--- src/rtl/alu_pkg.sv ---
// rtl/alu_pkg.sv - ALU operation and operand-select types
package alu_pkg;

  typedef enum logic [3:0] {
    ALU_ADD  = 4'd0,
    ALU_SUB  = 4'd1,
    ALU_SLL  = 4'd2,
    ALU_SLT  = 4'd3,
    ALU_SLTU = 4'd4,
    ALU_XOR  = 4'd5,
    ALU_SRL  = 4'd6,
    ALU_SRA  = 4'd7,
    ALU_OR   = 4'd8,
    ALU_AND  = 4'd9
  } alu_op_t;

  typedef enum logic {
    OPR_A_RS1 = 1'b0,
    OPR_A_PC  = 1'b1
  } opr_a_sel_t;

  typedef enum logic {
    OPR_B_RS2 = 1'b0,
    OPR_B_IMM = 1'b1
  } opr_b_sel_t;

endpackage

--- src/rtl/fwd_mux.sv ---
// rtl/fwd_mux.sv - resolves one source register from MEM/WB forwards or held data
module fwd_mux #(
  parameter int DATA_WIDTH     = 32,
  parameter int REG_ADDR_WIDTH = 5
) (
  input  logic [REG_ADDR_WIDTH-1:0] rs_addr,
  input  logic [DATA_WIDTH-1:0]     held_data,
  input  logic                      mem_we,
  input  logic [REG_ADDR_WIDTH-1:0] mem_rd,
  input  logic [DATA_WIDTH-1:0]     mem_data,
  input  logic                      wb_we,
  input  logic [REG_ADDR_WIDTH-1:0] wb_rd,
  input  logic [DATA_WIDTH-1:0]     wb_data,
  output logic [DATA_WIDTH-1:0]     fwd_data
);

  logic is_x0;
  logic mem_hit;
  logic wb_hit;

  assign is_x0   = (rs_addr == '0);
  assign mem_hit = mem_we && (mem_rd == rs_addr);
  assign wb_hit  = wb_we && (wb_rd == rs_addr);

  // MEM is younger than WB, so it wins when both match
  always_comb begin
    fwd_data = held_data;
    if (is_x0) begin
      fwd_data = '0;
    end else if (mem_hit) begin
      fwd_data = mem_data;
    end else if (wb_hit) begin
      fwd_data = wb_data;
    end
  end

endmodule

--- src/rtl/ex_operand_stage.sv ---
// rtl/ex_operand_stage.sv - decode-to-ALU register with forwarding and operand select
module ex_operand_stage
  import alu_pkg::*;
#(
  parameter int DATA_WIDTH     = 32,
  parameter int REG_ADDR_WIDTH = 5
) (
  input  logic                      clk,
  input  logic                      rst,
  input  logic                      flush,
  input  logic                      in_valid,
  output logic                      in_ready,
  input  logic [DATA_WIDTH-1:0]     in_pc,
  input  logic [DATA_WIDTH-1:0]     in_rs1_data,
  input  logic [DATA_WIDTH-1:0]     in_rs2_data,
  input  logic [DATA_WIDTH-1:0]     in_imm,
  input  logic [REG_ADDR_WIDTH-1:0] in_rs1_addr,
  input  logic [REG_ADDR_WIDTH-1:0] in_rs2_addr,
  input  logic [REG_ADDR_WIDTH-1:0] in_rd_addr,
  input  logic                      in_rd_we,
  input  alu_op_t                   in_alu_op,
  input  opr_a_sel_t                in_a_sel,
  input  opr_b_sel_t                in_b_sel,
  input  logic                      mem_fwd_we,
  input  logic [REG_ADDR_WIDTH-1:0] mem_fwd_rd,
  input  logic [DATA_WIDTH-1:0]     mem_fwd_data,
  input  logic                      wb_fwd_we,
  input  logic [REG_ADDR_WIDTH-1:0] wb_fwd_rd,
  input  logic [DATA_WIDTH-1:0]     wb_fwd_data,
  output logic                      out_valid,
  input  logic                      out_ready,
  output alu_op_t                   out_alu_op,
  output logic [DATA_WIDTH-1:0]     out_opr_a,
  output logic [DATA_WIDTH-1:0]     out_opr_b,
  output logic [DATA_WIDTH-1:0]     out_pc,
  output logic [DATA_WIDTH-1:0]     out_rs2_val,
  output logic [REG_ADDR_WIDTH-1:0] out_rd_addr,
  output logic                      out_rd_we
);

  logic                      valid_q;
  logic [DATA_WIDTH-1:0]     pc_q;
  logic [DATA_WIDTH-1:0]     rs1_data_q;
  logic [DATA_WIDTH-1:0]     rs2_data_q;
  logic [DATA_WIDTH-1:0]     imm_q;
  logic [REG_ADDR_WIDTH-1:0] rs1_addr_q;
  logic [REG_ADDR_WIDTH-1:0] rs2_addr_q;
  logic [REG_ADDR_WIDTH-1:0] rd_addr_q;
  logic                      rd_we_q;
  alu_op_t                   alu_op_q;
  opr_a_sel_t                a_sel_q;
  opr_b_sel_t                b_sel_q;

  logic                      load;
  logic                      wb_hit_in_rs1;
  logic                      wb_hit_in_rs2;
  logic                      wb_hit_q_rs1;
  logic                      wb_hit_q_rs2;
  logic [DATA_WIDTH-1:0]     rs1_fwd;
  logic [DATA_WIDTH-1:0]     rs2_fwd;

  assign in_ready = !valid_q || out_ready;
  assign load     = in_valid && in_ready && !flush;

  assign wb_hit_in_rs1 = wb_fwd_we && (wb_fwd_rd == in_rs1_addr) && (in_rs1_addr != '0);
  assign wb_hit_in_rs2 = wb_fwd_we && (wb_fwd_rd == in_rs2_addr) && (in_rs2_addr != '0);
  assign wb_hit_q_rs1  = wb_fwd_we && (wb_fwd_rd == rs1_addr_q) && (rs1_addr_q != '0);
  assign wb_hit_q_rs2  = wb_fwd_we && (wb_fwd_rd == rs2_addr_q) && (rs2_addr_q != '0);

  always_ff @(posedge clk or posedge rst) begin
    if (rst) begin
      valid_q <= 1'b0;
    end else if (flush) begin
      valid_q <= 1'b0;
    end else if (load) begin
      valid_q <= 1'b1;
    end else if (out_ready) begin
      valid_q <= 1'b0;
    end
  end

  // The regfile write in WB lands after decode read it, so both capture and
  // hold must absorb it or the value would be gone once WB moves on.
  always_ff @(posedge clk or posedge rst) begin
    if (rst) begin
      pc_q       <= '0;
      rs1_data_q <= '0;
      rs2_data_q <= '0;
      imm_q      <= '0;
      rs1_addr_q <= '0;
      rs2_addr_q <= '0;
      rd_addr_q  <= '0;
      rd_we_q    <= 1'b0;
      alu_op_q   <= ALU_ADD;
      a_sel_q    <= OPR_A_RS1;
      b_sel_q    <= OPR_B_RS2;
    end else if (load) begin
      pc_q       <= in_pc;
      rs1_data_q <= wb_hit_in_rs1 ? wb_fwd_data : in_rs1_data;
      rs2_data_q <= wb_hit_in_rs2 ? wb_fwd_data : in_rs2_data;
      imm_q      <= in_imm;
      rs1_addr_q <= in_rs1_addr;
      rs2_addr_q <= in_rs2_addr;
      rd_addr_q  <= in_rd_addr;
      rd_we_q    <= in_rd_we;
      alu_op_q   <= in_alu_op;
      a_sel_q    <= in_a_sel;
      b_sel_q    <= in_b_sel;
    end else begin
      if (wb_hit_q_rs1) begin
        rs1_data_q <= wb_fwd_data;
      end
      if (wb_hit_q_rs2) begin
        rs2_data_q <= wb_fwd_data;
      end
    end
  end

  fwd_mux #(
    .DATA_WIDTH    (DATA_WIDTH),
    .REG_ADDR_WIDTH(REG_ADDR_WIDTH)
  ) u_fwd_rs1 (
    .rs_addr  (rs1_addr_q),
    .held_data(rs1_data_q),
    .mem_we   (mem_fwd_we),
    .mem_rd   (mem_fwd_rd),
    .mem_data (mem_fwd_data),
    .wb_we    (wb_fwd_we),
    .wb_rd    (wb_fwd_rd),
    .wb_data  (wb_fwd_data),
    .fwd_data (rs1_fwd)
  );

  fwd_mux #(
    .DATA_WIDTH    (DATA_WIDTH),
    .REG_ADDR_WIDTH(REG_ADDR_WIDTH)
  ) u_fwd_rs2 (
    .rs_addr  (rs2_addr_q),
    .held_data(rs2_data_q),
    .mem_we   (mem_fwd_we),
    .mem_rd   (mem_fwd_rd),
    .mem_data (mem_fwd_data),
    .wb_we    (wb_fwd_we),
    .wb_rd    (wb_fwd_rd),
    .wb_data  (wb_fwd_data),
    .fwd_data (rs2_fwd)
  );

  assign out_valid   = valid_q;
  assign out_alu_op  = alu_op_q;
  assign out_opr_a   = (a_sel_q == OPR_A_PC) ? pc_q : rs1_fwd;
  assign out_opr_b   = (b_sel_q == OPR_B_IMM) ? imm_q : rs2_fwd;
  assign out_pc      = pc_q;
  assign out_rs2_val = rs2_fwd;
  assign out_rd_addr = rd_addr_q;
  assign out_rd_we   = rd_we_q;

endmodule

--- config.mk ---
export PLATFORM = sky130hd
export DESIGN_NAME = ex_operand_stage
export DESIGN_NICKNAME = d
export VERILOG_FILES = /design/src/rtl/alu_pkg.sv /design/src/rtl/fwd_mux.sv /design/src/rtl/ex_operand_stage.sv
export SDC_FILE = /design/constraint.sdc
export NUM_CORES = 1
export LEC_CHECK = 0
export CAP_MARGIN = 20
export CORE_AREA = 2 2 144 146
export CTS_BUF_LIST = sky130_fd_sc_hd__clkbuf_4 sky130_fd_sc_hd__clkbuf_8
export DETAILED_ROUTE_END_ITERATION = 8
export DIE_AREA = 0 0 146 148
export GPL_ROUTABILITY_DRIVEN = 0
export PLACE_DENSITY = 0.8
export SLEW_MARGIN = 15
export SYNTH_ARGS = -nofsm -noshare
export SYNTH_HDL_FRONTEND = slang
export SYNTH_SLANG_ARGS = --single-unit
--- constraint.sdc ---
create_clock -name clk -period 13 [get_ports clk]
set_input_delay 1.3 -clock clk [delete_from_list [all_inputs] [get_ports clk]]
set_output_delay 1.3 -clock clk [all_outputs]
set_load 0.01 [all_outputs]
Word-level counts from Yosys, hierarchy flattened

Index checks and enable logic that the tools add are counted.

Logic and storage cells: 59
Output and inout port bits: 140
Bits of input ports: 231
Bits in registers: 151

Reduce and logical (&&, ||, !) cells: 24
Eq/ne operators: 6
Mux-type cells: 17

Operator list:

| operator            | number |
|---|---|
| 32-bit 2-to-1 mux   | 14 |
| 5-bit equality test | 6 |
| 5-bit nonzero test  | 4 |
| 1-bit logical AND   | 12 |
| 5-bit logical NOT   | 2 |
| 2-bit nonzero test  | 2 |
| 1-bit 2-to-1 mux    | 3 |
| 3-bit nonzero test  | 1 |
| 1-bit logical NOT   | 2 |
| 1-bit logical OR    | 1 |

Depth between registers and ports, before layout

Gate-level depths: netlist (run 1).

Depth after elaboration: 6
Depth in mapped cells: 9

Hierarchy

Synthesis (run 1) repeated with hierarchy kept, for this count alone.

Cells, all modules: 1266
Area, all modules: 10834.1 um^2

Modules (own cells, without submodules):

| module           | cells each | area an instance (um^2) | instances | seq. area each (um^2) |
|---|---|---|---|---|
| ex_operand_stage | 874        | 8326.7                  | 1         | 3778.6 |
| fwd_mux          | 196        | 1253.7                  | 2         | 0.0 |

Worst setup path before layout (run 1)

OpenSTA, ideal clock, no wires.

Path type: input to output
Start point: input wb_fwd_rd[3]
End point: output out_opr_b[10]
Required time: 11.700 ns
Buffers on the path: 3
Cell stages on the path: 8
Slack: 8.993 ns
Arrival: 2.707 ns
Cells stage by stage: buf_6 -> xnor2_1 -> and2_1 -> clkbuf_1 -> clkbuf_1 -> nand3_1 -> and3_1 -> o21ai_0

Cells in the longest elaborated chain, start to end: 6

Ends and longest elaborated chain:

| item                | RTL line                | RTL |
|---|---|---|
| start: declaration  | ex_operand_stage.sv:28  | `input logic [REG_ADDR_WIDTH-1:0] wb_fwd_rd,` |
| 5-bit equality test | fwd_mux.sv:23           | `assign wb_hit = wb_we && (wb_rd == rs_addr);` |
| 1-bit logical AND   | fwd_mux.sv:23           |  |
| 32-bit 2-to-1 mux   | fwd_mux.sv:32           | `end else if (wb_hit) begin` |
| 32-bit 2-to-1 mux   | fwd_mux.sv:30           | `end else if (mem_hit) begin` |
| 32-bit 2-to-1 mux   | fwd_mux.sv:28           | `if (is_x0) begin` |
| 32-bit 2-to-1 mux   | ex_operand_stage.sv:152 | `assign out_opr_b = (b_sel_q == OPR_B_IMM) ? imm_q : rs2_fwd;` |
| end: declaration    | ex_operand_stage.sv:34  | `output logic [DATA_WIDTH-1:0] out_opr_b,` |

Every way passes these cells.

Worst setup path after layout (run 1)

Start point: input mem_fwd_rd[0]
End point: output out_opr_a[28]

Cells in the longest elaborated chain, start to end: 5

Ends and longest elaborated chain:

| item                | RTL line                | RTL |
|---|---|---|
| start: declaration  | ex_operand_stage.sv:25  | `input logic [REG_ADDR_WIDTH-1:0] mem_fwd_rd,` |
| 5-bit equality test | fwd_mux.sv:22           | `assign mem_hit = mem_we && (mem_rd == rs_addr);` |
| 1-bit logical AND   | fwd_mux.sv:22           |  |
| 32-bit 2-to-1 mux   | fwd_mux.sv:30           |  |
| 32-bit 2-to-1 mux   | fwd_mux.sv:28           |  |
| 32-bit 2-to-1 mux   | ex_operand_stage.sv:151 | `assign out_opr_a = (a_sel_q == OPR_A_PC) ? pc_q : rs1_fwd;` |
| end: declaration    | ex_operand_stage.sv:33  | `output logic [DATA_WIDTH-1:0] out_opr_a,` |

Every way passes these cells.

==> summary by stage, run 1 <==
GRT
The first global-routing pass estimated between 50 and 60 mm of wire. The number of global-route vias before repair was 9,676. Entering global routing, the biggest net connects just under 100 pins. The global-route congestion overflow total is 0.

The number of antenna violations at the first check in global routing is 2. The global routing usage summed across all routing layers is 0.314.

Die
The x dimension of the die is 146 µm. The initial core utilization is 0.445. The top-level I/O count is roughly 370. The overall die area is ~0.022 mm².

Measured along the y axis, the die boundary spans roughly 150 µm. The number of core rows is 52. The floorplan step defined a core boundary enclosing between 0.02 and 0.025 mm².

Synthesis
Of all cell types, the one taking the most synthesized area is sky130_fd_sc_hd__dfrtp_1. The most used flip-flop cell after synthesis is sky130_fd_sc_hd__dfrtp_1. The average instance in the mapped netlist occupies around 8.0 µm².

The number of instances in the synthesized netlist is roughly 1,100. Of all flip-flops after synthesis, the portion carrying an async set or reset was 1.00. The flip-flop and latch count after synthesis is approximately 150. The commonest cells after synthesis are 327 x sky130_fd_sc_hd__nand2_1, 151 x sky130_fd_sc_hd__dfrtp_1, 120 x sky130_fd_sc_hd__o21ai_0. After synthesis, the cell types taking the most area are sky130_fd_sc_hd__dfrtp_1 42%, sky130_fd_sc_hd__nand2_1 14%, sky130_fd_sc_hd__mux2i_1 7.1%. sky130_fd_sc_hd__nand2_1 is the most common cell in the netlist. The share of the Yosys chip area taken by registers is 0.424. The netlist area before placement is just under 0.009 mm². The number of warnings reported in the yosys synthesis log is 0. The synthesized netlist net count is 1,351. The count of cell types in the netlist is 36. The area share of the leading cell type in the synthesized netlist is 0.424.

In this run, synthesis inferred 0 flip-flops with an integrated enable.

Critical path
The top fanout value on the critical path is 17. The sort of element at the end of the critical path is a primary output. The critical path is of the in -> out type.

Together, buffers and inverters on the worst path number 3. The dominant delay contributor by cell family on the critical path is buffers and inverters. STA puts the critical path data required time at roughly 12,000 ps. The cell that appears most often on the critical path is sky130_fd_sc_hd__clkdlybuf4s50_1. The critical path goes through clkdlybuf4s50_1, xor2_1, nor4_1, nand3_1, nand2_1, buf_4, o221ai_1, clkdlybuf4s50_1. The cell at the slowest stage of the critical path is sky130_fd_sc_hd__nand2_1. The maximum cell stage delay along the critical path is a little over 600 ps. The kind of start point of the critical path is an input pin.

The critical path arrival is roughly 4200 ps.

Power
The worst supply voltage drop on vdd is slightly above 0.08 mV. The completed layout was analyzed and its total power is between 1.5 and 2 mW. The power per unit of standard cell area is between 100 and 150 mW/mm². The reported leakage power is 5.74 nW.

Min path
The tightest min-delay check is of the reg -> reg type.

Clock network
The number of buffers on the longest clock path is 2. The total CTS buffers is 17. CTS saw 151 sinks. The tree is rooted in a sky130_fd_sc_hd__clkbuf_8.

The post-CTS repair timing setup buffer count is 0. The H-tree generated during clock tree synthesis spans 4 levels. After clock tree synthesis, the repair step resized 0 gates.

The clock latency on the worst-skew pair is roughly 460 ps. TritonCTS built the clock tree. The clock input transition at the sequential cells of the worst setup and hold paths is 80 ps. Buffers inserted to repair hold after CTS numbered 0.

STA
Measured against its own limit, the worst slew margin works out to 0.252. The clock arrives with about 15 ps of skew. In the finished design, the share of the clock period the worst path needs comes to 0.423. The final count of pins violating max slew came to 0. The achievable frequency is roughly 0.18 GHz. Setup repair after global routing left no endpoint under its margin.

The number of endpoints with negative hold slack in the final report is 0. At the pin with the least slew margin, the transition time is around 1100 ps. The final count of negative-setup-slack endpoints is 0. The post-route minimum period is approximately 5500 ps. The final total negative setup slack is 0 ps.

Drt
Summed over all layers, the routed wires come to about 35 mm. In this run, the number of DRC markers left after iteration 0 of detailed routing was ~740. Dividing the detail-routed wire length by the instance count gives a little over 20 µm.

The DRC violation count after routing is 0. The remaining antenna violation count is 0. The per-cell via count in the routed design is 5.71. The first TritonRoute pass finished after 5 iterations.

The number of vias in the routed layout is between 9,000 and 10,000.

Cells and area
The fraction of final layout cells sized beyond drive strength 1 is 0.0429. From synthesis to final layout, the design area changed by 47.4%. The area taken by flip-flops and latches is 0.00378 mm².

The number of filler cells placed in the layout is 1,740. The net total in the final layout is roughly 1,700. The multi-input combinational cells in the finished layout cover a total of 0.00462 mm².

Outcome
The run finished with clean final reports.

Placed design
The number of input and output port buffers inserted is 370. The placed wire-length estimate is between 20 and 25 mm.

Job
The tool flagged a number of max-cap violations equal to 0.
==> layout make-up <==
cell class	count	share of cell area
multi-input cells	841	0.351
clock inverters	12	0.0134
inverters	35	0.0104
well taps	270	0.0257
repair buffers	385	0.292
flip-flops and latches	151	0.288
clock buffers	20	0.0195
diodes	2	0.000381
==> layer usage <==
layer  GRT usage  part of all wire  vias to the layer above
li1            -                 -                     4455
met5           0                 0                        -
met2       0.516              0.48                      534
met3      0.0812             0.095                       73
met1       0.395              0.39                     4743
met4       0.131             0.032                        0
==> worst paths after layout <==
path / startpoint / depth (start not counted) / to / slack (ps)
setup / recovery: mem_fwd_rd[0] / 8 / out_opr_a[28] / 7500
max in group asynchronous: rst / 3 / out_pc[11] / 10240
hold / removal: imm_q[2] / 2 / imm_q[2] / 480
setup reg to reg: rs2_addr_q[4] / 6 / rs2_data_q[28] / 10360
hold reg to reg: imm_q[2] / 2 / imm_q[2] / 480
min in group asynchronous: rst / 2 / out_pc[2] / 1410
==> cells in the final DEF (no fill, tap or decap), types with 32 or more instances in the layout <==
cell type                         instances
sky130_fd_sc_hd__o221ai_1                32
sky130_fd_sc_hd__and3_1                  64
sky130_fd_sc_hd__a221o_1                 32
sky130_fd_sc_hd__clkdlybuf4s50_1        370
sky130_fd_sc_hd__inv_1                   34
sky130_fd_sc_hd__nand3_1                 33
sky130_fd_sc_hd__nand2_1                326
sky130_fd_sc_hd__nor2_1                  70
sky130_fd_sc_hd__a21oi_1                 32
sky130_fd_sc_hd__o21ai_0                120
sky130_fd_sc_hd__mux2i_1                 63
sky130_fd_sc_hd__dfrtp_1                150
==> through the flow <==
stage                     hold slack, ps  area [µm²]  instances  utilization  worst slack, ps
after floorplan                      446        8910       1120            -             7640
after global placement               457       12700       1680        0.632             7070
after detailed placement             462       12700       1680        0.632             6980
after CTS                            485       13100       1712        0.654             6970
after global routing                 497       13100       1715        0.656             7360
final                                482       13100       1716        0.656             7500
==> report_power, final <==
group	switching [mW]	internal, mW	total (mW)
sequential	0.0605	0.548	0.608
clock	0.193	0.216	0.409
combinational	0.325	0.359	0.684
==> tightest hold or removal path, delay by kind of cell, from the launching register on <==
family | cells | cell delay, ps
simple gates | 2 | 110
flops | 1 | 350
==> sequential cells by signal (all words and copies together), names as in the netlist, 4 cells and up <==
name / cells
rs1_data_q: 32
out_alu_op: 4
rs2_data_q: 32
out_pc: 32
imm_q: 32
rs1_addr_q: 5
out_rd_addr: 5
rs2_addr_q: 5
==> cell families (layout without fill, tap and decap cells) <==
family                 Yosys count  in the layout  synth area share
AND/OR/NAND/NOR                517            517             0.248
AO/OA/AOI/OAI                  233            233             0.167
flip-flops                     151            151             0.424
buffers and inverters          128            452            0.0625
multiplexers                    63             63            0.0708
XOR/XNOR                        28             28            0.0275
other                            0              2                 0
No activity file was read; power rests on OpenSTA's default activity.
==> run 2, diff against run 1 <==
Settings changed: CORE_AREA 2 2 144 146 to not set, CORE_UTILIZATION set to 45, DIE_AREA 0 0 146 148 to not set, PLACE_DENSITY 0.8 to 0.81.
Clock period 13 ns to 5.5 ns, I/O delays scaled along.
==> run 2 against run 1 <==
Against the previous run: register-to-register slack worse by 7500 ps; cell count down 0.23%; setup slack worse by 6300 ps; non-clock buffer count up 2; utilization up 1.8 points; global-route usage up 2.1 points; sequential power up 130%; die area down 5.7%; via count down 1.7%; largest power group unchanged.
==> summary by stage, run 2 (synthesized netlist as in run 1, its figures left out) <==
Outcome
Outcome: completed (unchanged).

Critical path
The cell at the slowest stage of the critical path is sky130_fd_sc_hd__nand3_2 (was sky130_fd_sc_hd__nand2_1). The start point of the critical path is mem_fwd_rd[1] (was mem_fwd_rd[0]). The sort of element at the end of the critical path is a primary output (unchanged). The reg-to-reg setup timing slack is 2850 ps (was 10,360 ps).

The critical path arrival came to 3720 ps (was 4200 ps). The cell seen most often among critical-path stages was sky130_fd_sc_hd__clkdlybuf4s50_1 (unchanged). The capture instance of the worst register-to-register path is rs2_data_q[13] (was rs2_data_q[28]). The reg-to-reg startpoint is rs2_addr_q[2] (was rs2_addr_q[4]). The worst setup path endpoint is out_rs2_val[14] (was out_opr_a[28]). Cell-by-cell trace of the critical path: clkdlybuf4s50_1, xor2_1, nor4_1, nand3_2, buf_4, and3_1, nor2_1, clkdlybuf4s50_1 (was clkdlybuf4s50_1, xor2_1, nor4_1, nand3_1, nand2_1, buf_4, o221ai_1, clkdlybuf4s50_1). The critical path start-end classification is in -> out (unchanged). The worst endpoint required time was 4950 ps (was 11,700 ps).

The top fanout value on the critical path is 55 (was 17). The kind of start point of the critical path was an input pin (unchanged). The number of cell instances on the worst register-to-register path came to 6 (unchanged). The maximum cell stage delay along the critical path is 650 ps (was 610 ps).

Die
The die outline height was 143 µm (was 148 µm). The overall die area is 0.0204 mm² (was 0.0216 mm²). The number of core rows is 51 (was 52). The area of the placeable core is 0.0195 mm² (was 0.0200 mm²). The top-level I/O count is 371 (unchanged). The initial core utilization is 0.458 (was 0.445). The x dimension of the die is 143 µm (was 146 µm).

STA
The worst path setup slack after routing is 1230 ps (was 7500 ps). The clock period could shrink to around 4300 ps. The share of the clock period used by the worst path is 0.777. The measured slew at the worst slew-check pin is 1020 ps (was 1120 ps).

The final worst hold slack is 483 ps (was 482 ps). The final count of negative-setup-slack endpoints is 0 (unchanged). The worst setup skew after layout came to 19.7 ps (was 14.5 ps). The tightest slew margin relative to the limit is 0.322 (was 0.252).

The number of endpoints with negative hold slack in the final report is 0 (unchanged). The final count of pins violating max slew came to 0 (unchanged). Static timing analysis puts the maximum clock frequency at between 0.2 and 0.25 GHz. The final total negative setup slack is 0 ps (unchanged). Setup repair after global routing missed its margin: false (unchanged).

Job
The max-capacitance violation count is 0 (unchanged).

Power
The worst supply voltage drop on vdd is 0.155 mV (was 0.0807 mV). The reported leakage power is 5.72 nW (was 5.74 nW). The power per unit of standard cell area is 299 mW/mm² (was 129 mW/mm²). The sum of internal, switching and leakage power is 3.92 mW (was 1.70 mW).

Drt
The detailed-router iteration count before antenna repair came to 5 (unchanged). The DRC violation count after routing is 0 (unchanged). The routed wire length is 33.7 mm (was 34.7 mm). The remaining antenna violation count was 0 (unchanged). The number of DRC violations after detailed-routing iteration 0 is 752 (was 738). The per-cell via count in the routed design was 5.63 (was 5.71). The number of vias in the routed layout came to 9,640 (was 9,805). The routed wirelength normalized by instance count is 19.7 µm (was 20.2 µm).

Clock network
The post-CTS repair timing setup buffer count is 0 (unchanged). The total CTS buffers is 17 (unchanged). The number of buffers on the longest clock path is 2 (unchanged). The quantity of gates resized following cts is 0 (unchanged). The clock latency on the worst-skew pair came to 470 ps (was 460 ps).

The buffer type at the clock tree root was sky130_fd_sc_hd__clkbuf_8 (unchanged). The number of levels in the clock H-tree is 4 (unchanged). The number of sinks handled by clock tree synthesis is 151 (unchanged). The count of hold buffers inserted by post-cts repair came to 0 (unchanged). The clock input transition at the sequential cells of the worst setup and hold paths was 80 ps (about the same). The CTS tree is built (unchanged).

GRT
The met2 track utilization from global routing came to 0.550 (was 0.516). The largest net degree at the start of global routing is 83 (was 97). The met1 usage was 0.413 (was 0.395). The number of antenna violations at the first check in global routing was 1 (was 2).

The wire length of the first global-routing pass was 51.9 mm (was 53.3 mm). The layer with the highest usage is met2 (unchanged). The number of global-route vias before repair is 9,514 (was 9,676). The global routing usage summed across all routing layers came to 0.334 (was 0.314).

The global routing usage on met3 came to 0.0781 (was 0.0812). The global-route congestion overflow total is 0 (unchanged).

Placed design
The number of input and output port buffers inserted is 370 (unchanged). The placement-stage worst setup slack was 1260 ps (was 6980 ps). The placed wire-length estimate is 23.8 mm (was 23.4 mm). The number of placed cells counting well taps was 1,679 (was 1,680). The post-detailed-placement cell area is 0.0127 mm² (about the same).

Cells and area
The fraction of final layout cells sized beyond drive strength 1 is 0.0429 (about the same). The leading cell type in the layout, fill and taps excluded is sky130_fd_sc_hd__clkdlybuf4s50_1 (unchanged). The number of cells in the finished layout apart from fillers came to 1,712 (was 1,716). The number of filler cells placed in the layout came to 1,635 (was 1,740). The utilization after layout is 0.673 (was 0.656).

The cell area after layout is 0.0131 mm² (about the same). Top library cells by usage in the layout, fill and taps aside: 370 x sky130_fd_sc_hd__clkdlybuf4s50_1, 327 x sky130_fd_sc_hd__nand2_1, 151 x sky130_fd_sc_hd__dfrtp_1 (was 370 x sky130_fd_sc_hd__clkdlybuf4s50_1, 326 x sky130_fd_sc_hd__nand2_1, 150 x sky130_fd_sc_hd__dfrtp_1). The net total in the final layout is 1,664 (was 1,662). The area growth from synthesis to layout is 47.1% (was 47.4%).

Min path
The path type of the worst min-delay path is reg -> reg (unchanged).
run 2: metal layers:
metal	wire length (µm)	vias to the layer above
li1	-	4452
met1	13400	4587
met2	16100	510
met3	2830	91
met4	1320	0
met5	0	-
run 2: worst min path at each step:
| stage | slack (ps) | depth (start not counted) | startpoint | to |
|---|---|---|---|---|
| final | 480 | 2 | imm_q[4] | imm_q[4] |
| after global routing | 500 | 2 | out_rd_addr[4] | out_rd_addr[4] |
| after CTS | 480 | 2 | imm_q[10] | imm_q[10] |
| after detailed placement | 460 | 2 | imm_q[11] | imm_q[11] |
| after global placement | 460 | 2 | imm_q[7] | imm_q[7] |
| after floorplan | 450 | 2 | imm_q[10] | imm_q[10] |
run 2: layout make-up:
type	instances	area, µm²	area share
tap	265	332	0.0253
timing repair buffer	387	3850	0.294
sequential	151	3780	0.288
clock inverter	12	129	0.00983
inverter	35	136	0.0104
multi-input combinational	841	4610	0.352
clock buffer	20	263	0.0200
antenna	1	2.50	0.000191
run 2: worst max-delay path, delay by kind of cell:
family	cells	cell delay, ps
xor+xnor	1	160
buf+inv	3	1570
simple gates	4	1410
run 2: power breakdown:
part | internal (mW) | switching [mW] | total [mW] | leakage (nW)
clock | 0.423 | 0.442 | 0.865 | 0.195
combinational | 0.851 | 0.778 | 1.63 | 3.70
sequential | 1.30 | 0.128 | 1.42 | 1.82
total | 2.57 | 1.35 | 3.92 | 5.72
==> run 3, diff against run 2 <==
Settings changed: CORE_UTILIZATION 45 to 40, PLACE_DENSITY 0.81 to 0.76.
Clock period 5.5 ns to 3.45 ns, I/O delays scaled along.
==> run 3 against run 2 <==
Against the previous run: largest cell class unchanged; utilization down 6.3 points; final area rose by 1.6%; critical path depth did not move.
==> summary by stage, run 3 (synthesized netlist as in run 1, its figures left out) <==
Critical path
The critical path start-end classification is in -> out (unchanged). The buffering stage count on the worst path with inverters included is 3 (unchanged). The reg-to-reg setup timing slack came to 1170 ps (was 2850 ps). The top fanout value on the critical path is 15 (was 55). The maximum cell stage delay along the critical path is 680 ps (was 650 ps). The start point of the critical path was wb_fwd_rd[3] (was mem_fwd_rd[1]). The critical path arrival came to 2860 ps (was 3720 ps).

The cell seen most often among critical-path stages is sky130_fd_sc_hd__clkdlybuf4s50_1 (unchanged). The cell at the slowest stage of the critical path was sky130_fd_sc_hd__clkdlybuf4s50_1 (was sky130_fd_sc_hd__nand3_2). The worst endpoint required time is 3110 ps (was 4950 ps).

The dominant delay contributor by cell family on the critical path is buffers and inverters (unchanged). Cell-by-cell trace of the critical path: clkdlybuf4s50_1, xnor2_1, nand4_1, nor3_4, buf_4, mux2i_1, o221ai_1, clkdlybuf4s50_1 (was clkdlybuf4s50_1, xor2_1, nor4_1, nand3_2, buf_4, and3_1, nor2_1, clkdlybuf4s50_1). The kind of start point of the critical path is an input pin (unchanged).

The sort of element at the end of the critical path is a primary output (unchanged). The reg-to-reg startpoint is rs2_addr_q[3] (was rs2_addr_q[2]).

Drt
The per-cell via count in the routed design is 5.56 (was 5.63). The remaining antenna violation count came to 0 (unchanged). The routed wirelength normalized by instance count came to 20.1 µm (was 19.7 µm). The detailed-router iteration count before antenna repair was 5 (unchanged). The number of vias in the routed layout is 9,661 (was 9,640). The number of DRC violations after detailed-routing iteration 0 was 646 (was 752).

The routed wire length is 35.0 mm (was 33.7 mm). The DRC violation count after routing is 0 (unchanged).

Placed design
The number of placed cells counting well taps came to 1,707 (was 1,679). The placement-stage worst setup slack is 137 ps (was 1260 ps). The placed wire-length estimate is 24.3 mm (was 23.8 mm).

The number of input and output port buffers inserted came to 370 (unchanged).

Cells and area
The fraction of final layout cells sized beyond drive strength 1 came to 0.0548 (was 0.0429). The net total in the final layout is 1,678 (was 1,664). The number of cells in the finished layout apart from fillers is 1,739 (was 1,712).

Top library cells by usage in the layout, fill and taps aside: 370 x sky130_fd_sc_hd__clkdlybuf4s50_1, 327 x sky130_fd_sc_hd__nand2_1, 149 x sky130_fd_sc_hd__dfrtp_1 (was 370 x sky130_fd_sc_hd__clkdlybuf4s50_1, 327 x sky130_fd_sc_hd__nand2_1, 151 x sky130_fd_sc_hd__dfrtp_1). The antenna diode count was 0 (was 1). The leading cell type in the layout, fill and taps excluded is sky130_fd_sc_hd__clkdlybuf4s50_1 (unchanged). The area growth from synthesis to layout is 49.4% (was 47.1%). The utilization after layout was 0.610 (was 0.673).

STA
The worst setup skew after layout is 24.0 ps (was 19.7 ps). The worst path setup slack after routing was 245 ps (was 1230 ps). The final count of pins violating max slew is 0 (unchanged). The final count of negative-setup-slack endpoints is 0 (unchanged). Setup repair after global routing missed its margin: false (unchanged). For the finished layout, the period the worst path requires is 3200 ps. The achievable frequency is about 0.31 GHz. The number of endpoints with negative hold slack in the final report is 0 (unchanged). The final total negative setup slack is 0 ps (unchanged).

The tightest slew margin relative to the limit is 0.304 (was 0.322). The measured slew at the worst slew-check pin is 1040 ps (was 1020 ps). Dividing the final minimum period by the clock period gives 0.929.

Outcome
Outcome: completed (unchanged).

Clock network
The number of sinks handled by clock tree synthesis is 151 (unchanged). The clock latency on the worst-skew pair is 450 ps (was 470 ps). The number of levels in the clock H-tree was 4 (unchanged). The CTS tree is built (unchanged). The clock input transition at the sequential cells of the worst setup and hold paths is 100 ps (was 80 ps). The buffer type at the clock tree root is sky130_fd_sc_hd__clkbuf_8 (unchanged).

The count of hold buffers inserted by post-cts repair was 0 (unchanged). The number of buffers on the longest clock path is 2 (unchanged). The total CTS buffers is 17 (unchanged). The post-CTS repair timing setup buffer count was 0 (unchanged).

Min path
The path type of the worst min-delay path is in -> async (was reg -> reg).

Power
The reported leakage power is 5.81 nW (was 5.72 nW). The internal power summed over all cells is 4.18 mW (was 2.57 mW). The proportion of power drawn by flip-flops and latches is 0.357 (was 0.363). The worst supply voltage drop on vdd is 0.207 mV (was 0.155 mV). The fraction of power consumed by the clock network is 0.226 (was 0.221). The combinational share of power came to 0.417 (was 0.416). The power per unit of standard cell area came to 478 mW/mm² (was 299 mW/mm²). The total net switching power is 2.20 mW (was 1.35 mW). The switching share of total power is 0.345 (was 0.344).

Die
The overall die area was 0.0229 mm² (was 0.0204 mm²). The x dimension of the die is 151 µm (was 143 µm). The area of the placeable core is 0.0218 mm² (was 0.0195 mm²). The top-level I/O count was 371 (unchanged). The die outline height was 151 µm (was 143 µm). The initial core utilization is 0.408 (was 0.458). The number of core rows is 54 (was 51).

GRT
The number of global-route vias before repair was 9,395 (was 9,514). The wire length of the first global-routing pass is 51.8 mm (was 51.9 mm). The largest net degree at the start of global routing is 87 (was 83).

The global-route congestion overflow total is 0 (unchanged). The number of antenna violations at the first check in global routing is 0 (was 1). The global routing usage summed across all routing layers came to 0.301 (was 0.334).

Job
The max-capacitance violation count is 0 (unchanged).
==> run 3: path summary, 6_finish.rpt <==
kind | to | cells after the start
worst max-delay path | out_opr_a[14] | 8
worst min-delay path | out_rd_addr[2] | 2
worst max register to register | rs2_data_q[13] | 7
worst min register to register | imm_q[13] | 2
max in group asynchronous | rs2_data_q[18] | 3
min in group clk | out_rd_addr[3] | 3
==> run 3: power groups by stage <==
stage               clock, mW  combinational (mW)  sequential (mW)
floorplan                   0                1.17             2.27
global placement            0                2.58             2.29
detailed placement          0                2.62             2.29
CTS                      1.47                2.63             2.26
global route             1.56                2.86             2.30
finish                   1.44                2.66             2.27
==> run 3: worst reg2reg max path: stages (launching register included) <==
cell                      delay [ps]
sky130_fd_sc_hd__dfrtp_1         450
sky130_fd_sc_hd__nor3_2          610
sky130_fd_sc_hd__nand2_1         160
sky130_fd_sc_hd__buf_4           260
sky130_fd_sc_hd__a31o_2          230
sky130_fd_sc_hd__buf_4           230
sky130_fd_sc_hd__nor2_1          150
sky130_fd_sc_hd__a21oi_1          60
==> run 3: final cells by class <==
type,count,area [µm²]
fillers,1970,8500
clock buffers,19,249
well taps,280,350
flip-flops and latches,151,3780
multi-input cells,842,4650
clock inverters,12,154
repair buffers,400,4000
inverters,35,135
==> run 3: repair_timing <==
item / 4_1_cts / 5_1_grt
resized for setup: 1 / 4
gates cloned: 0 / 1
pin swaps: 1 / 1
endpoints found under the setup margin: 1 / 7
==> run 3: through the flow <==
step	total power, mW	hold slack [ps]	instance area, µm²
3_5_place_dp	4.91	463	12900
6_report	6.37	206	13300
3_3_place_gp	4.87	457	12900
4_1_cts	6.36	189	13300
5_1_grt	6.72	205	13300
2_1_floorplan	3.44	411	8920
==> run 3: layer usage <==
layer  vias to the layer above  routed length (µm)  GRT usage  share of wire
met5                         -                   0          0              0
met4                         0                1140      0.125          0.032
met3                        86                3100     0.0699          0.088
met2                       531               16800      0.494           0.48
met1                      4570               14000      0.379           0.40
li1                       4474                   -          -              -
